<file path="src/rtl/seq_gen_pkg.sv">
// seq_gen_pkg: shared definitions for the serial pattern generator.
//   - FSM state encodings (IDLE, SEND, GAP, DONE)
//   - PRBS-7 filler polynomial (x^7 + x^6 + 1) and seed
//   - width helpers for the pattern-length and bit-index fields
package seq_gen_pkg;

  typedef logic [1:0] state_t;

  localparam state_t ST_IDLE = 2'd0;
  localparam state_t ST_SEND = 2'd1;
  localparam state_t ST_GAP  = 2'd2;
  localparam state_t ST_DONE = 2'd3;

  // Tap mask: feedback is the XOR of bits 6 and 5 (x^7 and x^6 terms).
  localparam logic [6:0] PRBS_POLY = 7'h60;
  localparam logic [6:0] PRBS_SEED = 7'h7F;

  // Width of pat_len: must hold the value PAT_W itself.
  function automatic int len_w(input int pat_w);
    return $clog2(pat_w) + 1;
  endfunction

  // Width of a bit index 0..PAT_W-1 (at least one bit).
  function automatic int idx_w(input int pat_w);
    return (pat_w > 1) ? $clog2(pat_w) : 1;
  endfunction

endpackage

</file>
<file path="src/rtl/seq_gen_lfsr.sv">
// seq_gen_lfsr: PRBS-7 generator (x^7 + x^6 + 1) with advance enable.
// Ports:
//   clk  - clock
//   rst  - synchronous active-high reset, loads PRBS_SEED
//   en   - advance the sequence by one step this cycle
//   prbs - current sequence bit (MSB of the shift register)
module seq_gen_lfsr
  import seq_gen_pkg::*;
(
  input  logic clk,
  input  logic rst,
  input  logic en,
  output logic prbs
);

  logic [6:0] lfsr;

  always_ff @(posedge clk) begin
    if (rst) begin
      lfsr <= PRBS_SEED;
    end else if (en) begin
      lfsr <= {lfsr[5:0], ^(lfsr & PRBS_POLY)};
    end
  end

  assign prbs = lfsr[6];

endmodule

</file>
<file path="src/rtl/seq_pattern_gen.sv">
// seq_pattern_gen: serial bit-pattern generator.
// Latches a 1..PAT_W bit pattern and shifts it out MSB-first on o, repeating
// it reps times (0 = until abort) with gap idle cycles between repetitions.
// Ports:
//   clk, rst          - clock, synchronous active-high reset
//   start             - run request, honoured only in IDLE with a legal pat_len
//   pattern, pat_len  - pattern bits and length; pattern[pat_len-1] goes first
//   reps, gap         - repetition count (0 = continuous), inter-repetition gap
//   abort             - end any run immediately, no done pulse
//   o, o_valid        - serial bit and its qualifier
//   frame             - first bit of each repetition
//   busy, done        - run in progress; one-cycle end-of-run pulse
// Build option: define SEQ_GEN_PRBS_FILL_EN to fill gap cycles with valid
// PRBS-7 bits instead of o=0/o_valid=0.
module seq_pattern_gen
  import seq_gen_pkg::*;
#(
  parameter int PAT_W = 8,
  parameter int REP_W = 8,
  parameter int GAP_W = 4
) (
  input  logic                     clk,
  input  logic                     rst,
  input  logic                     start,
  input  logic [PAT_W-1:0]         pattern,
  input  logic [len_w(PAT_W)-1:0]  pat_len,
  input  logic [REP_W-1:0]         reps,
  input  logic [GAP_W-1:0]         gap,
  input  logic                     abort,
  output logic                     o,
  output logic                     o_valid,
  output logic                     frame,
  output logic                     busy,
  output logic                     done
);

  localparam int LW = len_w(PAT_W);
  localparam int IW = idx_w(PAT_W);

  state_t           state, state_n;
  logic [PAT_W-1:0] pat_q, pat_n;
  logic [LW-1:0]    len_q, len_n;
  logic [REP_W-1:0] reps_q, reps_n;
  logic [GAP_W-1:0] gap_q, gap_n;
  logic [IW-1:0]    bit_idx, bit_idx_n;
  logic [REP_W-1:0] rep_cnt, rep_cnt_n, rep_inc;
  logic [GAP_W-1:0] gap_cnt, gap_cnt_n;
  logic             o_n, o_valid_n, frame_n;
  logic             latch;
  logic             fill_bit;

  // NOTE: every signal gets a default at the top of the block so no path
  // leaves one unassigned, which would otherwise infer a latch.
  always_comb begin
    state_n   = state;
    bit_idx_n = bit_idx;
    rep_cnt_n = rep_cnt;
    gap_cnt_n = gap_cnt;
    latch     = 1'b0;
    rep_inc   = rep_cnt + 1'b1;

    case (state)
      ST_IDLE: begin
        if (start && (pat_len != '0) && (pat_len <= LW'(PAT_W))) begin
          latch     = 1'b1;
          state_n   = ST_SEND;
          bit_idx_n = IW'(pat_len - 1'b1);
          rep_cnt_n = '0;
        end
      end
      ST_SEND: begin
        if (bit_idx == '0) begin
          rep_cnt_n = rep_inc;
          if ((reps_q != '0) && (rep_inc == reps_q)) begin
            state_n = ST_DONE;
          end else if (gap_q != '0) begin
            state_n   = ST_GAP;
            gap_cnt_n = gap_q;
          end else begin
            bit_idx_n = IW'(len_q - 1'b1);
          end
        end else begin
          bit_idx_n = bit_idx - 1'b1;
        end
      end
      ST_GAP: begin
        // gap_cnt counts the gap cycles still to be shown, including this one.
        if (gap_cnt == GAP_W'(1)) begin
          state_n   = ST_SEND;
          bit_idx_n = IW'(len_q - 1'b1);
        end else begin
          gap_cnt_n = gap_cnt - 1'b1;
        end
      end
      default: state_n = ST_IDLE;  // ST_DONE
    endcase

    if (abort && (state != ST_IDLE)) begin
      state_n = ST_IDLE;
    end
  end

  // Run parameters as seen by the next cycle: fresh inputs on the accepting
  // edge, otherwise the latched copy.
  assign pat_n  = latch ? pattern : pat_q;
  assign len_n  = latch ? pat_len : len_q;
  assign reps_n = latch ? reps    : reps_q;
  assign gap_n  = latch ? gap     : gap_q;

`ifdef SEQ_GEN_PRBS_FILL_EN
  // Advance once per gap cycle produced, so each filler bit is fresh.
  seq_gen_lfsr u_lfsr (
    .clk  (clk),
    .rst  (rst),
    .en   (state_n == ST_GAP),
    .prbs (fill_bit)
  );
`else
  assign fill_bit = 1'b0;
`endif

  // Outputs are decoded from the next state so they appear registered and
  // aligned with the state they describe.
  always_comb begin
    o_n       = 1'b0;
    o_valid_n = 1'b0;
    frame_n   = 1'b0;
    case (state_n)
      ST_SEND: begin
        o_n       = pat_n[bit_idx_n];
        o_valid_n = 1'b1;
        frame_n   = (bit_idx_n == IW'(len_n - 1'b1));
      end
      ST_GAP: begin
`ifdef SEQ_GEN_PRBS_FILL_EN
        o_n       = fill_bit;
        o_valid_n = 1'b1;
`else
        o_n       = fill_bit;
`endif
      end
      default: ;
    endcase
  end

  // NOTE: sequential state uses non-blocking assignments so every register
  // samples pre-edge values regardless of statement order.
  always_ff @(posedge clk) begin
    if (rst) begin
      state   <= ST_IDLE;
      pat_q   <= '0;
      len_q   <= '0;
      reps_q  <= '0;
      gap_q   <= '0;
      bit_idx <= '0;
      rep_cnt <= '0;
      gap_cnt <= '0;
      o       <= 1'b0;
      o_valid <= 1'b0;
      frame   <= 1'b0;
      busy    <= 1'b0;
      done    <= 1'b0;
    end else begin
      state   <= state_n;
      pat_q   <= pat_n;
      len_q   <= len_n;
      reps_q  <= reps_n;
      gap_q   <= gap_n;
      bit_idx <= bit_idx_n;
      rep_cnt <= rep_cnt_n;
      gap_cnt <= gap_cnt_n;
      o       <= o_n;
      o_valid <= o_valid_n;
      frame   <= frame_n;
      busy    <= (state_n != ST_IDLE);
      done    <= (state_n == ST_DONE);
    end
  end

endmodule

</file>
<file path="config.mk">
export PLATFORM = sky130hd
export DESIGN_NAME = seq_pattern_gen
export DESIGN_NICKNAME = d
export VERILOG_FILES = /design/src/rtl/seq_gen_pkg.sv /design/src/rtl/seq_gen_lfsr.sv /design/src/rtl/seq_pattern_gen.sv
export SDC_FILE = /design/constraint.sdc
export NUM_CORES = 1
export LEC_CHECK = 0
export BUFFER_PORTS_ARGS = -buffer_cell sky130_fd_sc_hd__buf_4
export CAP_MARGIN = 20
export CELL_PAD_IN_SITES_DETAIL_PLACEMENT = 1
export CELL_PAD_IN_SITES_GLOBAL_PLACEMENT = 1
export CORE_MARGIN = 3
export CORE_UTILIZATION = 39
export CTS_CLUSTER_DIAMETER = 150
export DETAILED_ROUTE_END_ITERATION = 10
export PLACE_DENSITY_LB_ADDON = 0.25
export SLEW_MARGIN = 10
export SYNTH_ARGS = -nofsm -noshare
export SYNTH_HDL_FRONTEND = slang
export SYNTH_SLANG_ARGS = --single-unit
</file>
<file path="constraint.sdc">
create_clock -name clk -period 3.84 [get_ports clk]
set_clock_uncertainty 0.1 [all_clocks]
set_input_delay 1.152 -clock clk [delete_from_list [all_inputs] [get_ports clk]]
set_output_delay 1.152 -clock clk [all_outputs]
set_load 0.01 [all_outputs]
</file>
# Word-level counts from Yosys, hierarchy flattened
# Cells that the tools add are included.
# word_totals
input_bits	28
output_inout_bits	5
ff_bits	46
# classes
n_addsub	6
magnitude_cmp	2
n_reduce_logical	16
n_bitwise	1
n_mux	28
eq_ne	12
# ops
cell	count
2-to-1 mux 8 bit	3
2-to-1 mux 4 bit	5
one-hot mux 8 bit (2 select lines)	1
2-to-1 mux 3 bit	5
2-to-1 mux 2 bit	6
subtractor 3 x 1 -> 3 bit (second input constant)	4
inequality test 2 bit (second input constant)	5
one-hot mux 3 bit (3 select lines)	1
adder 8 x 1 -> 8 bit (second input constant)	1
== test 8 bit	1
one-hot mux 4 bit (2 select lines)	1
nonzero test 2 bit	4
nonzero test 4 bit	2
nonzero test 8 bit	1
one-hot mux 2 bit (3 select lines)	1
AND reduction 5 bit	1
== test 2 x 1 -> 1 bit (second input constant)	2
== test 2 bit (second input constant)	2
== test 4 x 1 -> 1 bit (second input constant)	1
less-or-equal comparator 4 bit (second input constant)	1
logical AND 1 bit	4
less-than comparator 3 x 4 -> 1 bit (second input constant)	1
2-to-1 mux 1 bit	4
subtractor 4 x 1 -> 4 bit (second input constant)	1
7 further kinds	7

# Longest topological paths before layout
# depth
word_depth	10
ltp_mapped	12
ltp_nobuf	11

# Worst setup path before layout
# Ideal clock, no wire load.
# synth_path
path_type	input-to-reg
startpoint	in pat_len[0]
endpoint	reg frame
path_buffers	1
stages	11
setup_time_ns	0.092
arrival_ns	3.674
required_time_ns	3.648
slack_ns	-0.025
cell_sequence	inv_1 ha_1 nor2b_1 xnor2_1 nand2_1 nor3_1 clkbuf_1 mux2i_1 ha_1 xor2_1 nor4_1
# synth_via
elab_chain_len	9
elab_cells_between_ends	18
# synth_lines
item	line_no	source
start, declared	seq_pattern_gen.sv:26	input logic [len_w(PAT_W)-1:0] pat_len,
parallel branches: the longest is 9 deep, another holds less-or-equal comparator 4 bit	--	
end signal, assigned	seq_pattern_gen.sv:174	frame <= frame_n;
end, declared	seq_pattern_gen.sv:32	output logic frame,
# Parallel ways; which one is timed is not known.
# A chain may end at the register's enable or synchronous reset.

# Worst setup path after layout
# layout_path
startpoint	reg rep_cnt[0]
endpoint	reg frame
# layout_via
elab_chain_len	10
elab_cells_between_ends	14
# layout_lines
item	line_no	source
start, declared	seq_pattern_gen.sv:46	logic [REP_W-1:0] rep_cnt, rep_cnt_n, rep_inc;
start signal, assigned	seq_pattern_gen.sv:170	rep_cnt <= rep_cnt_n;
adder 8 x 1 -> 8 bit *	seq_pattern_gen.sv:60	rep_inc = rep_cnt + 1'b1;
== test 8 bit *	seq_pattern_gen.sv:74	if ((reps_q != '0) && (rep_inc == reps_q)) begin
logical AND 1 bit *	seq_pattern_gen.sv:74	
2-to-1 mux 2 bit	seq_pattern_gen.sv:74	
2-to-1 mux 2 bit	seq_pattern_gen.sv:72	if (bit_idx == '0) begin
one-hot mux 2 bit (3 select lines)	seq_pattern_gen.sv:62	case (state)
2-to-1 mux 2 bit	seq_pattern_gen.sv:98	if (abort && (state != ST_IDLE)) begin
== test 2 x 1 -> 1 bit	seq_pattern_gen.sv:128	case (state_n)
inverter 1 bit (no line)	--	
OR reduction 2 bit (no line)	--	
# Mark *: on every way between the ends. The rest lies on a longest branch, timed or not.

==> qor.yml <==
outcome:
  status: "completed"
global_route:
  grt_max_degree: 41
  grt_pass1_vias: 2432
  grt_pass1_wl_um: 12100
  grtUsageTotal_pct: 20.1
  gr-total-overflow: 0
  antenna_found_initial: 0
detailed_routing:
  wl_per_cell_um: 16.5
  routed_wl_um: 7060
  ant_nets: 0
  dr.pass1.iters: 4
  vias_per_cell: 5.45
  m1WireLength_um: 3260
  highest_layer: "met4"
  drcViolationCount: 0
  via_count: 2340
  wl_met2_um: 3480
  met3_length_um: 257
  drt-initial-drc-count: 191
min_path:
  hold_class: "flip-flop to flip-flop"
  whs_path_depth: 2
floorplanning:
  core_mm2: 0.00617
  die_w_um: 87.2
  dieArea_mm2: 0.00761
  initial_core_util_pct: 41.7
  fp.dieH_um: 87.2
  ios: 33
  rows: 28
clock_network:
  cts_setup_buffers: 0
  h-tree-depth: 2
  cts_buffer_depth: 2
  ctsHoldBuffers: 0
  clock_latency_ps: 310
  cts.sinks: 45
  path_clk_slew_ps: 90
  cts-root-buf: "clkbuf_8"
  cts_made_buffers: 5
  cts_tree: "built"
  cts_resized: 0
worst_setup_path:
  worstSetupStartpointType: "flip-flop"
  slowest_stage: "nor4_2"
  required_ps: 3950
  critPathMaxFanout: 6
  cp.arrival_ps: 3640
  crit_chain: "ha_1 -> nand3_1 -> o31ai_1 -> nand4_1 -> nor4_2 -> a2111oi_0 -> o32ai_1 -> o211a_2 -> xor2_1 -> nor4_1"
  cp-end-kind: "flip-flop"
  critPathMaxStageDelay_ps: 580
  crit_type: "flip-flop to flip-flop"
  r2r_slack_ps: 310
  reg2reg_depth: 10
timing:
  max_freq_mhz: 283
  hold_viol: 0
  rsz0062_at_grt: "no"
  slew_viol_final: 0
  setup_tns_ps: 0
  min_period_ps: 3530
  finalCritPeriodShare_pct: 92.0
  relSlewSlack_pct: 56.9
  tightest_slew_ps: 647
  layout_setup_ws_ps: 305
  finalSetupViolCount: 0
power_and_ir_drop:
  peakVddDrop_mv: 0.154
  power.share.clock_pct: 31.6
  power.static_leakage_nw: 1.20
  power_density_mw_per_mm2: 394
  pwr-share-seq_pct: 43.0
  power_switching_share_pct: 31.3
  power_mw: 1.20
  internal_power_uw: 824
  switching_power_uw: 375
  comb_power_share_pct: 25.4
logic_synthesis:
  ys_types: 57
  syn_inst: 319
  synth_area_leaders: "dfxtp_1 (35%), nand2_1 (8.3%), a21oi_1 (7.4%)"
  synth_area_mm2: 0.00257
  yosys.area.top_type: "dfxtp_1"
  synth-warning-count: 0
  avgSynthCellArea_um2: 8.06
  async_reset_ff_share_pct: 0
  synth-main-ff-cell: "dfxtp_1"
  synth_seq_cells: 45
  yosysSeqAreaShare_pct: 35.0
  synth_fp_nets: 355
  synth.top_cell.area_share_pct: 35.0
  synth_edf_count: 0
finish:
  final_common_cell: "nand2_1"
  n_antenna_cell: 0
  drive_gt1_share_pct: 19.2
  area_delta_synth_final_pct: 18.2
  nNetsFinal: 389
  mostFrequentLayoutCells: "nand2_1 (57), dfxtp_1 (45), buf_4 (41)"
place:
  pre_cts_ws_ps: 124
  gp_congestion: 0.825
  dp_hpwl_um: 5380
  numPortBuffers: 32
run:
  max_cap_violations: 0
## cells by family after synthesis
logic type | Yosys count | share of synthesized area (%)
AND/OR/NAND/NOR | 131 | 24.4
AO/OA/AOI/OAI | 78 | 19.8
flip-flops | 45 | 35.0
buffers and inverters | 28 | 4.38
XOR/XNOR | 18 | 6.42
multiplexers | 10 | 5.69
adder cells (fa/ha/maj) | 9 | 4.28
## power groups by stage
stage	clock, mW	combinational [mW]	sequential, mW
floorplan	0	0.209	0.519
global route	0.415	0.341	0.519
global placement	0	0.292	0.525
CTS	0.394	0.306	0.516
finish	0.379	0.305	0.516
detailed placement	0	0.303	0.526
## path summary, 6_finish.rpt
| path | from | endpoint |
|---|---|---|
| max | rep_cnt[0] | frame |
| min | pat_q[5] | pat_q[5] |
| max reg2reg | rep_cnt[0] | frame |
| min reg2reg | pat_q[5] | pat_q[5] |
## final cells by class
class | count | area (um2)
repair buffers | 41 | 308
multi-input cells | 246 | 1570
fillers | 760 | 3120
well taps | 75 | 93.8
flip-flops and latches | 45 | 901
clock inverters | 3 | 47.5
inverters | 14 | 52.6
clock buffers | 5 | 68.8
## Yosys cell counts (3+ instances only)
| master | instances |
|---|---|
| a21oi_1 | 38 |
| a22oi_1 | 3 |
| clkbuf_1 | 12 |
| dfxtp_1 | 45 |
| ha_1 | 8 |
| inv_1 | 13 |
| mux2i_1 | 6 |
| nand2_1 | 57 |
| nand2b_1 | 4 |
| nand3_1 | 6 |
| nand3b_1 | 3 |
| nor2_1 | 31 |
| nor3_1 | 7 |
| o21ai_0 | 9 |
| o31ai_1 | 3 |
| or2_2 | 4 |
| xnor2_1 | 11 |
| xor2_1 | 6 |
## metrics by stage
stage          utilization (%)  cell area [um2]  cells  hold WS [ps]
6_report                  49.3             3040    429           358
3_3_place_gp              47.4             2930    421           344
3_5_place_dp              47.4             2930    421           348
5_1_grt                   49.3             3040    429           385
2_1_floorplan                -             2580    319           332
4_1_cts                   49.3             3040    429           362
## registers in the layout (all words and copies together), names as in the netlist
signal / flops
bit_idx: 3
busy: 1
done: 1
frame: 1
gap_cnt: 4
gap_q: 4
len_q: 3
o: 1
o_valid: 1
pat_q: 8
rep_cnt: 8
reps_q: 8
state: 2
## critical path, delay by kind of cell, from the launching register on
kind,cells,cell delay [ps]
adders and majority gates,1,320
xor gates and xnor gates,1,100
and+or+nand+nor,4,1200
DFF,1,470
AOI/OAI and AO/OA,4,1240
## per-layer routing
layer	vias up	global-route usage (%)
li1	1180	-
met1	1111	26.5
met2	41	33.8
met3	8	3.60
met4	0	5.02
met5	-	0
Note: power is estimated with default switching activity, not from simulation.
